File: src/rtl/vga_pkg.sv
// Shared types and default 640x480@60 timing for the VGA sync generator.
package vga_pkg;

    typedef enum logic [1:0] {
        SYNC  = 2'd0,
        BACK  = 2'd1,
        DISP  = 2'd2,
        FRONT = 2'd3
    } phase_t;

    localparam int CNT_W = 10;

    localparam int DEF_H_SYNC  = 96;
    localparam int DEF_H_BACK  = 48;
    localparam int DEF_H_DISP  = 640;
    localparam int DEF_H_FRONT = 16;
    localparam int DEF_V_SYNC  = 2;
    localparam int DEF_V_BACK  = 29;
    localparam int DEF_V_DISP  = 480;
    localparam int DEF_V_FRONT = 10;

    localparam int H_TOTAL = DEF_H_SYNC + DEF_H_BACK + DEF_H_DISP + DEF_H_FRONT;
    localparam int V_TOTAL = DEF_V_SYNC + DEF_V_BACK + DEF_V_DISP + DEF_V_FRONT;

    function automatic phase_t next_phase(input phase_t p);
        phase_t n;
        case (p)
            SYNC:    n = BACK;
            BACK:    n = DISP;
            DISP:    n = FRONT;
            FRONT:   n = SYNC;
            default: n = SYNC;
        endcase
        return n;
    endfunction

endpackage

File: src/rtl/vga_axis_counter.sv
// One sync axis: walks SYNC/BACK/DISP/FRONT with a per-phase counter, stepping on adv.
// The next-state values are exported so the top can register outputs with no added latency.
module vga_axis_counter
    import vga_pkg::*;
#(
    parameter int P_SYNC  = 1,
    parameter int P_BACK  = 1,
    parameter int P_DISP  = 1,
    parameter int P_FRONT = 1
) (
    input  logic             clock,
    input  logic             reset,
    input  logic             adv,
    output phase_t           phase,
    output logic [CNT_W-1:0] count,
    output logic             wrap,
    output phase_t           phase_nxt,
    output logic [CNT_W-1:0] count_nxt
);

    localparam logic [CNT_W-1:0] LAST_SYNC  = CNT_W'(P_SYNC - 1);
    localparam logic [CNT_W-1:0] LAST_BACK  = CNT_W'(P_BACK - 1);
    localparam logic [CNT_W-1:0] LAST_DISP  = CNT_W'(P_DISP - 1);
    localparam logic [CNT_W-1:0] LAST_FRONT = CNT_W'(P_FRONT - 1);

    phase_t           phase_r;
    logic [CNT_W-1:0] count_r;
    logic [CNT_W-1:0] last_s;
    logic             at_last_s;

    // Next-state decode: clear and move on at the last count of a phase.
    always_comb begin
        last_s = LAST_FRONT;
        case (phase_r)
            SYNC:    last_s = LAST_SYNC;
            BACK:    last_s = LAST_BACK;
            DISP:    last_s = LAST_DISP;
            FRONT:   last_s = LAST_FRONT;
            default: last_s = LAST_FRONT;
        endcase
        at_last_s = (count_r == last_s);
        wrap      = adv && at_last_s && (phase_r == FRONT);
        if (adv && at_last_s) begin
            phase_nxt = next_phase(phase_r);
            count_nxt = {CNT_W{1'b0}};
        end else if (adv) begin
            phase_nxt = phase_r;
            count_nxt = count_r + {{(CNT_W-1){1'b0}}, 1'b1};
        end else begin
            phase_nxt = phase_r;
            count_nxt = count_r;
        end
    end

    // Phase and counter state.
    always_ff @(posedge clock) begin
        if (reset) begin
            phase_r <= SYNC;
            count_r <= {CNT_W{1'b0}};
        end else begin
            phase_r <= phase_nxt;
            count_r <= count_nxt;
        end
    end

    assign phase = phase_r;
    assign count = count_r;

endmodule

File: src/rtl/vga_timing.sv
// 640x480@60 VGA sync generator at one pixel per two 50 MHz clocks.
// Outputs are registered from the axes' next state, so they track the state with no lag.
module vga_timing
    import vga_pkg::*;
#(
    parameter int H_SYNC  = DEF_H_SYNC,
    parameter int H_BACK  = DEF_H_BACK,
    parameter int H_DISP  = DEF_H_DISP,
    parameter int H_FRONT = DEF_H_FRONT,
    parameter int V_SYNC  = DEF_V_SYNC,
    parameter int V_BACK  = DEF_V_BACK,
    parameter int V_DISP  = DEF_V_DISP,
    parameter int V_FRONT = DEF_V_FRONT
) (
    input  logic       clock,
    input  logic       reset,
    output logic       hs,
    output logic       vs,
    output logic       blank,
    output logic [8:0] row,
    output logic [9:0] col,
    output logic       frame_end
);

    logic             pe_r;
    phase_t           h_phase, h_phase_nxt, v_phase, v_phase_nxt;
    logic [CNT_W-1:0] h_count, h_count_nxt, v_count, v_count_nxt;
    logic             h_wrap, v_wrap;
    logic             disp_s, front_entry_s;
    logic             hs_r, vs_r, blank_r, frame_end_r;
    logic [8:0]       row_r;
    logic [9:0]       col_r;
    logic             unused_s;

    // Pixel enable: low on the first clock after reset, then alternating.
    always_ff @(posedge clock) begin
        if (reset) begin
            pe_r <= 1'b0;
        end else begin
            pe_r <= ~pe_r;
        end
    end

    vga_axis_counter #(
        .P_SYNC (H_SYNC),
        .P_BACK (H_BACK),
        .P_DISP (H_DISP),
        .P_FRONT(H_FRONT)
    ) u_h_axis (
        .clock    (clock),
        .reset    (reset),
        .adv      (pe_r),
        .phase    (h_phase),
        .count    (h_count),
        .wrap     (h_wrap),
        .phase_nxt(h_phase_nxt),
        .count_nxt(h_count_nxt)
    );

    vga_axis_counter #(
        .P_SYNC (V_SYNC),
        .P_BACK (V_BACK),
        .P_DISP (V_DISP),
        .P_FRONT(V_FRONT)
    ) u_v_axis (
        .clock    (clock),
        .reset    (reset),
        .adv      (h_wrap),
        .phase    (v_phase),
        .count    (v_count),
        .wrap     (v_wrap),
        .phase_nxt(v_phase_nxt),
        .count_nxt(v_count_nxt)
    );

    // Visible-region and front-porch-entry decode from the upcoming axis state.
    always_comb begin
        disp_s        = (h_phase_nxt == DISP) && (v_phase_nxt == DISP);
        front_entry_s = (v_phase_nxt == FRONT) && (v_phase != FRONT);
    end

    // Output registers; a reset mid-frame also swallows any pending frame_end.
    always_ff @(posedge clock) begin
        if (reset) begin
            hs_r        <= 1'b0;
            vs_r        <= 1'b0;
            blank_r     <= 1'b1;
            row_r       <= 9'd0;
            col_r       <= 10'd0;
            frame_end_r <= 1'b0;
        end else begin
            hs_r        <= (h_phase_nxt != SYNC);
            vs_r        <= (v_phase_nxt != SYNC);
            blank_r     <= ~disp_s;
            row_r       <= disp_s ? v_count_nxt[8:0] : 9'd0;
            col_r       <= disp_s ? h_count_nxt : 10'd0;
            frame_end_r <= front_entry_s;
        end
    end

    assign hs        = hs_r;
    assign vs        = vs_r;
    assign blank     = blank_r;
    assign row       = row_r;
    assign col       = col_r;
    assign frame_end = frame_end_r;

    // Axis outputs this top has no use for.
    assign unused_s = ^{h_phase, h_count, v_count, v_count_nxt[CNT_W-1:9], v_wrap};

endmodule

File: config.mk
export PLATFORM = sky130hd
export DESIGN_NAME = vga_timing
export DESIGN_NICKNAME = d
export VERILOG_FILES = /design/src/rtl/vga_pkg.sv /design/src/rtl/vga_axis_counter.sv /design/src/rtl/vga_timing.sv
export SDC_FILE = /design/constraint.sdc
export NUM_CORES = 1
export LEC_CHECK = 0
export ABC_AREA = 1
export CORE_ASPECT_RATIO = 1.2
export CORE_MARGIN = 2
export CORE_UTILIZATION = 50
export DETAILED_ROUTE_END_ITERATION = 16
export GPL_ROUTABILITY_DRIVEN = 1
export PLACE_DENSITY_LB_ADDON = 0.3
export SETUP_SLACK_MARGIN = 0.5
export SLEW_MARGIN = 20
export SYNTH_ARGS = -nofsm -noshare
export SYNTH_HDL_FRONTEND = slang
export SYNTH_HIERARCHICAL = 1
export SYNTH_SLANG_ARGS = --single-unit
export TNS_END_PERCENT = 5
File: constraint.sdc
create_clock -name clock -period 3.2 [get_ports clock]
set_input_delay 0.32 -clock clock [delete_from_list [all_inputs] [get_ports clock]]
set_output_delay 0.32 -clock clock [all_outputs]
set_load 0.01 [all_outputs]
==> results.yml <==
cts:
  cts.sinks: 48
  htree_levels: 2
  cts_tree: "yes"
  cts_buffers: 5
  postCtsHoldBufs: 0
  clk_latency_ns: 0.30
  clk_pin_slew_ns: 0.08
  clock_path_buffers: 2
  cts_root_buffer: "clkbuf_8"
  cts_setup_buffers: 0
floorplanning:
  start_util_pct: 51.5
  rows: 27
  ios: 25
  chipWidth_um: 66.4
  core_area_um2: 4530
  dieArea_um2: 5230
  die_y_um: 78.8
pwr:
  power_switching_mw: 0.212
  p_leak_nw: 1.23
  pwr-share-clk_pct: 42.8
  p_comb_share_pct: 2.1
  cellPowerDensity_nw_per_um2: 394
  intPower_mw: 0.883
  max-vdd-ir-drop_mv: 0.279
  p_sw_share_pct: 19.4
  seq_power_share_pct: 55.1
worst_hold_path:
  hold_class: "register to register"
  hold_path_end: "frame_end"
  min_path_cells: 1
  hp-start: "u_v_axis/phase[1]"
final_layout:
  drive_above_1_share_pct: 14.7
  fin_util_pct: 61.4
  syn_to_final_growth_pct: 19.0
  nets: 358
  antenna_cells: 0
  fillCellCount: 422
  final_cell_area_um2: 2780
run:
  cap_violations: 0
worst_setup_path:
  worstPathMaxFanout: 13
  required_ns: 3.41
  cp.buffers_inverters: 5
  cp_common_cell: "inv_1"
  r2r_start: "u_h_axis/phase[0]"
  cp_top_family: "simple AND/OR/NAND/NOR gates"
  reg2reg_depth: 19
  r2r_slack_ns: 0.65
  cp_slowest_stage_delay_ns: 0.36
  reg2reg_to: "col[5]"
  cp.arrival_ns: 2.76
  endpoint_kind: "register"
  path_cells: "inv_1 > ha_1 > inv_1 > nand2_1 > nand2_1 > nor2_4 > nand3_2 > nor2_2 > nand2_1 > nor2_2 > nand3_2 > nor2_4 > nand3_1 > nand2_2 > inv_1 > inv_1 > nand2_4 > buf_4 > nor3_1"
  slowest_stage: "dfxtp_2"
  startpoint_type: "register"
  crit_type: "register to register"
timing:
  fmax_ghz: 0.393
  setup_ws_ns: 0.653
  hold_viol_final: 0
  maxSlewHeadroom_pct: 72.3
  period_share_pct: 79.6
  max_slew.worst_pin.slew_ns: 0.416
  finalSetupTns_ns: 0
  setup_viol: 0
  skew_ns: 0.00657
  fin_crit_ns: 2.55
  drv_slew: 0
  rsz0062_at_grt: "true"
outcome:
  status: "finished clean"
drt:
  vias: 1912
  viasPerCell: 4.71
  drtIter0Drc: 90
  drtAntennaViolNets: 0
  drc: 0
  routed_wl_um: 4490
  dr.pass1.iters: 4
  wl_per_cell_um: 11.1
global_routing:
  grt_pass1_wl_um: 7890
  gr-total-overflow: 0
  track_usage_pct: 19.7
  first_global_vias: 1891
  grt_max_degree: 29
  antenna_found_initial: 0
synthesis:
  synth.avg_cell_area_um2: 7.29
  syn-cell-area_um2: 2330
  synthCells: 320
  yosysWarnings: 6
  syn_nets: 331
placement:
  post_dp_cell_area_um2: 2630
  port_buffers: 24
  place_ws_ns: 0.403
  gp_congestion: 0.880
  post-dp-hpwl_um: 3320
## cell type report
class | instances | area (µm²) | area share [%]
inverters | 68 | 255 | 9.19
flip-flops and latches | 48 | 963 | 34.7
repair buffers | 28 | 270 | 9.73
well taps | 58 | 72.6 | 2.61
clock inverters | 1 | 30.0 | 1.08
multi-input cells | 196 | 1090 | 39.2
clock buffers | 7 | 96.3 | 3.47
## metrics by stage
step	power, mW	hold slack (ns)	cells
2_1_floorplan	0.635	0.387	320
3_3_place_gp	0.641	0.477	398
3_5_place_dp	0.641	0.477	398
4_1_cts	1.11	0.492	406
5_1_grt	1.14	0.500	406
6_report	1.10	0.482	406
## power by group through the flow
stage	Sequential [mW]	Combinational [mW]	Clock, mW
after floorplan	0.616	0.0186	0
after global placement	0.618	0.0229	0
after detailed placement	0.618	0.0230	0
after CTS	0.604	0.0232	0.485
after global routing	0.604	0.0278	0.511
final	0.604	0.0231	0.469
## routing by layer
metal | GRT usage, % | share of wire [%]
met1 | 21.7 | 44
met3 | 4.39 | 2.9
met2 | 34.5 | 50
met5 | 0 | 0
met4 | 10.2 | 3.1
## placed cells by master, fill, tap and decap left out, drive strengths merged
cell           count
nand3             13
xnor2              6
or2                3
clkbuf             7
inv               68
buf                4
nor3              24
xor2               8
nand4              2
dfxtp             48
ha                 9
nor2              51
a21oi              5
bufinv             1
nand2             68
and2               1
o21ai              3
mux2i              1
nand3b             2
clkdlybuf4s50     24
## worst reg2reg max path, cell delays in order (launching register included)
cell     delay [ns]
dfxtp_2        0.36
inv_1          0.07
ha_1           0.29
inv_1          0.05
nand2_1        0.05
nand2_1        0.08
nor2_4         0.11
nand3_2        0.10
nor2_2         0.12
nand2_1        0.08
nor2_2         0.10
nand3_2        0.09
nor2_4         0.14
nand3_1        0.11
nand2_2        0.10
inv_1          0.06
inv_1          0.10
nand2_4        0.12
buf_4          0.19
nor3_1         0.16
## state kept, by name, summed over array words and instances, names as in the netlist, 2 cells and up
register / flops
u_v_axis/count: 10
u_h_axis/phase: 2
row: 9
u_h_axis/count: 10
u_v_axis/phase: 2
col: 10
## worst max-delay path by stage
stage	depth (start not counted)	startpoint	end	slack (ns)
after floorplan	20	u_h_axis/phase[0]	blank	0.60
after global placement	20	u_h_axis/phase[0]	col[2]	0.57
after detailed placement	19	u_h_axis/phase[0]	col[3]	0.40
after CTS	19	u_h_axis/phase[0]	col[3]	0.51
after global routing	19	u_h_axis/phase[0]	col[5]	0.48
final	19	u_h_axis/phase[0]	col[5]	0.65
## timing repair
action / in CTS / in global routing
gates resized for setup: 1 / 7
gates cloned: 0 / 0
setup endpoints to repair: 9 / 17
(Power assumes the default switching activity.)
